### src/rtl/serial_add_sub_pkg.sv
// Shared definitions for the bit-serial adder/subtractor: default width,
// FSM state encoding and bit-counter sizing.
package serial_add_sub_pkg;

    localparam int WIDTH_DEFAULT = 4;

    typedef enum logic [1:0] {
        IDLE  = 2'd0,
        SHIFT = 2'd1,
        DONE  = 2'd2
    } state_t;

    // One extra bit so the counter can represent WIDTH itself.
    function automatic int cnt_width(input int width);
        return $clog2(width) + 1;
    endfunction

endpackage

### src/rtl/serial_add_sub_full_adder.sv
// Single-bit full adder; the serial datapath reuses one instance every cycle.
module full_adder (
    input  logic a,
    input  logic b,
    input  logic cin,
    output logic sum,
    output logic cout
);

    assign sum  = a ^ b ^ cin;
    assign cout = (a & b) | (cin & (a ^ b));

endmodule

### src/rtl/serial_add_sub.sv
// Bit-serial add/subtract, one bit per clock LSB first; subtraction is
// performed as a + ~b + ~Cin so a single full adder serves both modes.
module serial_add_sub
    import serial_add_sub_pkg::*;
#(
    parameter int WIDTH = WIDTH_DEFAULT
) (
    input  logic             clk,
    input  logic             rst,
    input  logic             start,
    input  logic             mode,
    input  logic [WIDTH-1:0] a,
    input  logic [WIDTH-1:0] b,
    input  logic             Cin,
    output logic [WIDTH-1:0] S,
    output logic             c_out,
    output logic             ovf,
    output logic             busy,
    output logic             done
);

    localparam int CNT_W = cnt_width(WIDTH);

    state_t             state_q, state_d;
    logic [CNT_W-1:0]   cnt_q;
    logic [WIDTH-1:0]   a_sh_q, b_sh_q, s_sh_q, s_q;
    logic               carry_q, c_out_q, ovf_q;
    logic               fa_sum, fa_cout;
    logic               last_bit;

    full_adder u_fa (
        .a    (a_sh_q[0]),
        .b    (b_sh_q[0]),
        .cin  (carry_q),
        .sum  (fa_sum),
        .cout (fa_cout)
    );

    assign last_bit = (cnt_q == CNT_W'(WIDTH - 1));

    always_comb begin
        state_d = state_q;
        case (state_q)
            IDLE:    if (start) state_d = SHIFT;
            SHIFT:   if (last_bit) state_d = DONE;
            DONE:    state_d = IDLE;
            default: state_d = IDLE;
        endcase
    end

    // Operand shifters need no reset: they are always loaded at capture.
    always_ff @(posedge clk) begin
        if (rst) begin
            state_q <= IDLE;
            cnt_q   <= '0;
            carry_q <= 1'b0;
            s_sh_q  <= '0;
            s_q     <= '0;
            c_out_q <= 1'b0;
            ovf_q   <= 1'b0;
        end else begin
            state_q <= state_d;
            case (state_q)
                IDLE: begin
                    if (start) begin
                        a_sh_q  <= a;
                        b_sh_q  <= mode ? ~b : b;
                        carry_q <= mode ? ~Cin : Cin;
                        cnt_q   <= '0;
                    end
                end
                SHIFT: begin
                    a_sh_q  <= a_sh_q >> 1;
                    b_sh_q  <= b_sh_q >> 1;
                    s_sh_q  <= {fa_sum, s_sh_q[WIDTH-1:1]};
                    carry_q <= fa_cout;
                    cnt_q   <= cnt_q + CNT_W'(1);
                    // Visible result only moves on completion, so S holds
                    // steady while a following operation is shifting.
                    if (last_bit) begin
                        s_q     <= {fa_sum, s_sh_q[WIDTH-1:1]};
                        c_out_q <= fa_cout;
                        ovf_q   <= carry_q ^ fa_cout;
                    end
                end
                default: ;
            endcase
        end
    end

    assign S     = s_q;
    assign c_out = c_out_q;
    assign ovf   = ovf_q;
    assign busy  = (state_q != IDLE);
    assign done  = (state_q == DONE);

endmodule

### config.mk
export PLATFORM = sky130hd
export DESIGN_NAME = serial_add_sub
export DESIGN_NICKNAME = d
export VERILOG_FILES = /design/src/rtl/serial_add_sub_pkg.sv /design/src/rtl/serial_add_sub_full_adder.sv /design/src/rtl/serial_add_sub.sv
export SDC_FILE = /design/constraint.sdc
export NUM_CORES = 1
export LEC_CHECK = 0
export CELL_PAD_IN_SITES_DETAIL_PLACEMENT = 1
export CELL_PAD_IN_SITES_GLOBAL_PLACEMENT = 2
export CORE_MARGIN = 2
export CORE_UTILIZATION = 30
export DETAILED_ROUTE_END_ITERATION = 6
export HOLD_SLACK_MARGIN = 0.06
export PLACE_DENSITY_LB_ADDON = 0.15
export RECOVER_POWER = 100
export REMOVE_ABC_BUFFERS = 1
export SYNTH_ARGS = -nofsm -noshare
export SYNTH_HDL_FRONTEND = slang
export SYNTH_HIERARCHICAL = 1
export SYNTH_SLANG_ARGS = --single-unit
### constraint.sdc
create_clock -name clk -period 1.9 [get_ports clk]
set_clock_uncertainty 0.1 [all_clocks]
set_input_delay 0.38 -clock clk [delete_from_list [all_inputs] [get_ports clk]]
set_output_delay 0.38 -clock clk [all_outputs]
set_load 0.02 [all_outputs]
==> flow_summary.yaml, run 1 <==
route:
  initialDrtViolationCount: 22
  drc_errors: 0
  routed_via_density: 4.68
  drtAntennaViolNets: 0
  dr.pass1.iters: 4
  wl_per_cell_um: 12.7
  vias: 781
  drt_wl_total_um: 2130
yosys:
  postSynthAreaPerCell_um2: 9.74
  ys_ff_latch: 23
  synth_most_common_cell: "nand2_1"
  synthCells: 102
  synth_area_um2: 993
  yosysSeqAreaShare: 0.544
  yosys_warnings: 6
  async_reset_ff_frac: 0
  ys.flop_type: "dfxtp_1"
  post-synth-top-area-fraction: 0.302
  synth_edf_count: 8
  yosys.cell_types.count: 27
  yosys-top-cells-count: "nand2_1 (24), dfxtp_1 (15), a21oi_1 (9), edfxtp_1 (8), nor2_1 (7)"
  synth_top_cell_by_area: "dfxtp_1"
  post_synth_main_area_contributors: "dfxtp_1 (30%), edfxtp_1 (24%), nand2_1 (9.1%)"
min_path:
  hp-class: "register to register"
  hp-start: "S[1]"
clock_network:
  cts_max_level: 1
  clkSinkCount: 23
  clkSlewWorstSetupHoldPaths_ns: 0.13
  post-cts-setup-buffer-count: 0
  cts_buffer_depth: 2
  root_buffer: "clkbuf_4"
  numCtsBuffers: 3
  cts_tree: "built"
  clock_latency_ns: 0.31
worst_setup_path:
  critPathMaxStageDelay_ns: 0.67
  crit_type: "register to primary output"
  crit_path_start: "ovf"
  worst_ep_required_time_ns: 1.42
  crit_family: "buffers and inverters"
  path_buf_inv: 1
  crit_path_end_kind: "primary output"
  cp-start-kind: "register"
  crit_arrival_ns: 1.33
  r2r_start: "state_q[0]"
  worstPathMaxFanout: 2
  cp_cell_sequence: "dlygate4sd3_1"
  critical_path.slowest_cell: "dlygate4sd3_1"
global_routing:
  antenna_found_initial: 0
  grt_pass1_vias: 745
  track_usage: 0.129
  grt-ovfl-total: 0
  grt_pass1_wl_um: 3520
  grt_max_degree: 22
power:
  leakage_nw: 0.468
  vdd_drop_max_mv: 0.253
  p_per_area_nw_per_um2: 713
sta:
  fmax_mhz: 552
  worst_pin_slew_ns: 0.657
  fin_tns_setup_ns: 0
  rsz0062_at_grt: "no"
  finalCritPeriodShare: 0.954
  maxSlewViolCount: 0
  slew_headroom: 0.562
  setup_viol: 0
  hold_viol: 0
  period_minus_slack_ns: 1.81
layout:
  diodes: 0
  area_delta_synth_final_pct: 26.3
  final_area_um2: 1250
  layout-drive-gt1-share: 0.0650
  fin_nets: 140
place:
  dp_hpwl_um: 1580
  port_buffers: 20
  gp_congestion: 0.645
  placed_cell_area_um2: 1240
run:
  maxCapViolations: 0
floorplanning:
  die_h_um: 61.5
  die_w_um: 61.5
  core.rowCount: 20
  initial_utilization: 0.320
  die_area_um2: 3790
  coreArea_um2: 3100
  ios: 21
status:
  outcome: "finished, final reports clean"
## worst paths after layout
kind | to | slack [ns] | cells after the start
hold / removal | S[1] | 0.36 | 2
setup / recovery | ovf | 0.09 | 1
setup reg to reg | b_sh_q[0] | 0.25 | 2
hold reg to reg | S[1] | 0.36 | 2
## sequential cells by signal, summed over array words and instances, names as in the netlist
name and count:
S 4, a_sh_q 4, b_sh_q 4, cnt_q 3, s_sh_q 3, state_q 2, c_out 1, carry_q 1
ovf 1
## power by group
| group | total (mW) | switching, mW | internal (mW) | leakage, nW |
|---|---|---|---|---|
| logic | 0.120 | 0.0620 | 0.0581 | 0.251 |
| registers | 0.549 | 0.0131 | 0.536 | 0.199 |
| clock network | 0.226 | 0.147 | 0.0785 | 0.0177 |
## layout make-up
| type | instances | area [um^2] |
|---|---|---|
| clock buffer | 3 | 22.5 |
| fill | 379 | 1850 |
| tap | 44 | 55.1 |
| sequential | 23 | 541 |
| multi-input combinational | 71 | 408 |
| inverter | 2 | 7.51 |
| timing repair buffer | 23 | 216 |
| clock inverter | 1 | 5.00 |
## kinds of logic (layout without fill, tap and decap cells)
group                      Yosys count  after routing  share of synthesized area
muxes                                1              1                     0.0101
xor gates and xnor gates             6              6                     0.0529
buffers and inverters                8             29                     0.0428
and+or+nand+nor                     43             43                      0.190
adders and majority gates            3              3                     0.0453
DFF                                 23             23                      0.544
AOI/OAI and AO/OA                   18             18                      0.115
## what timing repair did
item,CTS,global route
setup endpoints to repair,2,0
resized for setup,2,0
hold endpoints to repair,0,0
hold buffers,0,0
## layout by cell type, fill, tap and decap left out, types with 4 or more instances in the layout
cell type / count
nand2_1: 24
dfxtp_1: 15
clkdlybuf4s50_1: 14
a21oi_1: 9
edfxtp_1: 8
nor2_1: 7
nand3_1: 6
xnor2_1: 4
dlygate4sd3_1: 4
## routing by layer
layer	wire length, um	up-vias	track usage	part of all wire
met3	78	2	0.0294	0.037
met2	1070	12	0.205	0.50
met4	13	0	0.0456	0.0061
li1	-	385	-	-
met1	963	382	0.174	0.45
met5	0	-	0	0
## stage by stage
step	hold slack, ns	power (mW)	setup WS, ns	util	instances
floorplan	0.331	0.622	0.467	-	96
global placement	0.343	0.682	0.234	0.398	163
detailed placement	0.349	0.686	0.228	0.398	163
CTS	0.366	0.915	0.0605	0.406	167
global route	0.382	0.952	0.0184	0.404	167
finish	0.361	0.894	0.0872	0.404	167
Note: power is estimated with default switching activity, not from simulation.
==> inputs of run 2 (changes only) <==
- ABC_AREA: default -> 1
- CORE_UTILIZATION: 30 -> 29
==> flow_summary.yaml, run 2 <==
clock_network:
  clock_latency_ns: 0.31
  cts_tree: "built"
  clkSinkCount: 23
  post-cts-setup-buffer-count: 0
  root_buffer: "clkbuf_4"
  numCtsBuffers: 3
  clkSlewWorstSetupHoldPaths_ns: 0.13
  cts_buffer_depth: 2
  cts_max_level: 1
sta:
  finalWorstSetupSlack_ns: 0.143
  rsz0062_at_grt: "no"
  period_minus_slack_ns: 1.76
  setup_viol: 0
  maxSlewViolCount: 0
  fin_tns_setup_ns: 0
  finalCritPeriodShare: 0.924
  hold_viol: 0
  worst_pin_slew_ns: 0.493
  fmax_mhz: 569
  slew_headroom: 0.670
worst_setup_path:
  crit_path_end_kind: "primary output"
  crit_family: "buffers and inverters"
  critPathMaxStageDelay_ns: 0.61
  critical_path.slowest_cell: "clkdlybuf4s50_1"
  crit_type: "register to primary output"
  cp-start-kind: "register"
  crit_path_start: "S[0]"
  r2r_start: "cnt_q[0]"
  cp_cell_sequence: "clkdlybuf4s50_1"
  crit_arrival_ns: 1.28
  worstPathMaxFanout: 2
  path_buf_inv: 1
  worst_ep_required_time_ns: 1.42
power:
  vdd_drop_max_mv: 0.284
  leakage_nw: 0.514
  p_per_area_nw_per_um2: 723
  power_mw: 0.902
global_routing:
  antenna_found_initial: 0
  grt_pass1_vias: 788
  grt-ovfl-total: 0
  track_usage: 0.108
  grt_max_degree: 17
  grt_pass1_wl_um: 3330
yosys:
  post_synth_main_area_contributors: "dfxtp_1 (30%), edfxtp_1 (24%), nand2_1 (7.9%)"
  yosys.cell_types.count: 24
  ys.flop_type: "dfxtp_1"
  synth_top_cell_by_area: "dfxtp_1"
  synthCells: 112
  async_reset_ff_frac: 0
  synth_edf_count: 8
  ys_ff_latch: 23
  yosysSeqAreaShare: 0.541
  postSynthAreaPerCell_um2: 8.93
  synth_most_common_cell: "nand2_1"
  synth_area_um2: 1000
  yosys-top-cells-count: "nand2_1 (21), nor2_1 (19), dfxtp_1 (15), o21ai_0 (10), inv_1 (9)"
  post-synth-top-area-fraction: 0.300
  yosys_warnings: 6
layout:
  layout-drive-gt1-share: 0.0597
  multiInputGateArea_um2: 375
  nFillCells: 410
  area_delta_synth_final_pct: 24.8
  fin_nets: 151
  diodes: 0
  layout_commonest_cell: "nand2_1"
  layout_common_cells: "nand2_1 (23), nor2_1 (20), clkdlybuf4s50_1 (18), dfxtp_1 (14), o21ai_0 (13)"
  register_area_um2: 542
route:
  drc_errors: 0
  initialDrtViolationCount: 18
  dr.pass1.iters: 2
  drtAntennaViolNets: 0
  wl_per_cell_um: 10.7
  vias: 782
  routed_via_density: 4.34
  drt_wl_total_um: 1930
floorplanning:
  coreArea_um2: 3310
  die_area_um2: 3930
  initial_utilization: 0.302
  core.rowCount: 21
  die_w_um: 62.7
  die_h_um: 62.7
  ios: 21
min_path:
  hp-class: "register to register"
  hp-start: "cnt_q[1]"
place:
  gp_congestion: 0.655
  port_buffers: 20
  dp_hpwl_um: 1450
  dpl_worst_slack_ns: 0.207
run:
  maxCapViolations: 0
status:
  outcome: "finished, final reports clean"
## run 2: cell count changes in the layout (fill, tap and decap cells not counted), moves of 4 or more
cell	change
dlygate4sd3_1	-4
inv_1	+7
nand3_1	-5
o21ai_0	+10
clkdlybuf4s50_1	+4
nor2_1	+13
## run 2: kinds of logic after synthesis
group                      synth area share
and+or+nand+nor                       0.204
DFF                                   0.541
AOI/OAI and AO/OA                     0.104
buffers and inverters                0.0626
xor gates and xnor gates             0.0438
adders and majority gates            0.0451
## run 2: where the power goes
group | switching, mW | leakage, nW | total [mW] | internal [mW]
logic | 0.0613 | 0.296 | 0.118 | 0.0569
registers | 0.0135 | 0.200 | 0.553 | 0.540
clock network | 0.152 | 0.0177 | 0.231 | 0.0787
## run 2: what timing repair did
action | CTS | global route
endpoints found under the setup margin | 2 | 0
hold buffers | 0 | 0
resized for setup | 3 | 0
## run 2: path summary, 6_finish.rpt
kind / cells after the start / slack [ns] / to
setup reg to reg: 7 / 0.28 / S[1]
hold reg to reg: 2 / 0.38 / cnt_q[1]
setup / recovery: 1 / 0.14 / S[0]
hold / removal: 2 / 0.38 / cnt_q[1]
## run 2: routing by layer
metal	wire (um)	share of wire	global-route usage	vias to the layer above
li1	-	-	-	400
met1	848	0.44	0.111	362
met2	971	0.50	0.204	18
met3	88	0.046	0.0378	2
met4	19	0.0099	0.0333	0
met5	0	0	0	-
## run 2: final cells by class
type                    count  share of cell area
flip-flops and latches     23               0.434
multi-input cells          75               0.301
repair buffers             21               0.161
well taps                  46              0.0461
inverters                  11              0.0351
clock buffers               3              0.0181
clock inverters             1             0.00401
## run 2: through the flow
stage / std cells / utilization / cell area, um^2 / hold slack (ns)
final: 180 / 0.377 / 1250 / 0.379
after global routing: 180 / 0.377 / 1250 / 0.402
after CTS: 180 / 0.384 / 1270 / 0.388
after detailed placement: 176 / 0.376 / 1250 / 0.361
after global placement: 176 / 0.376 / 1250 / 0.353
after floorplan: 109 / - / 981 / 0.329
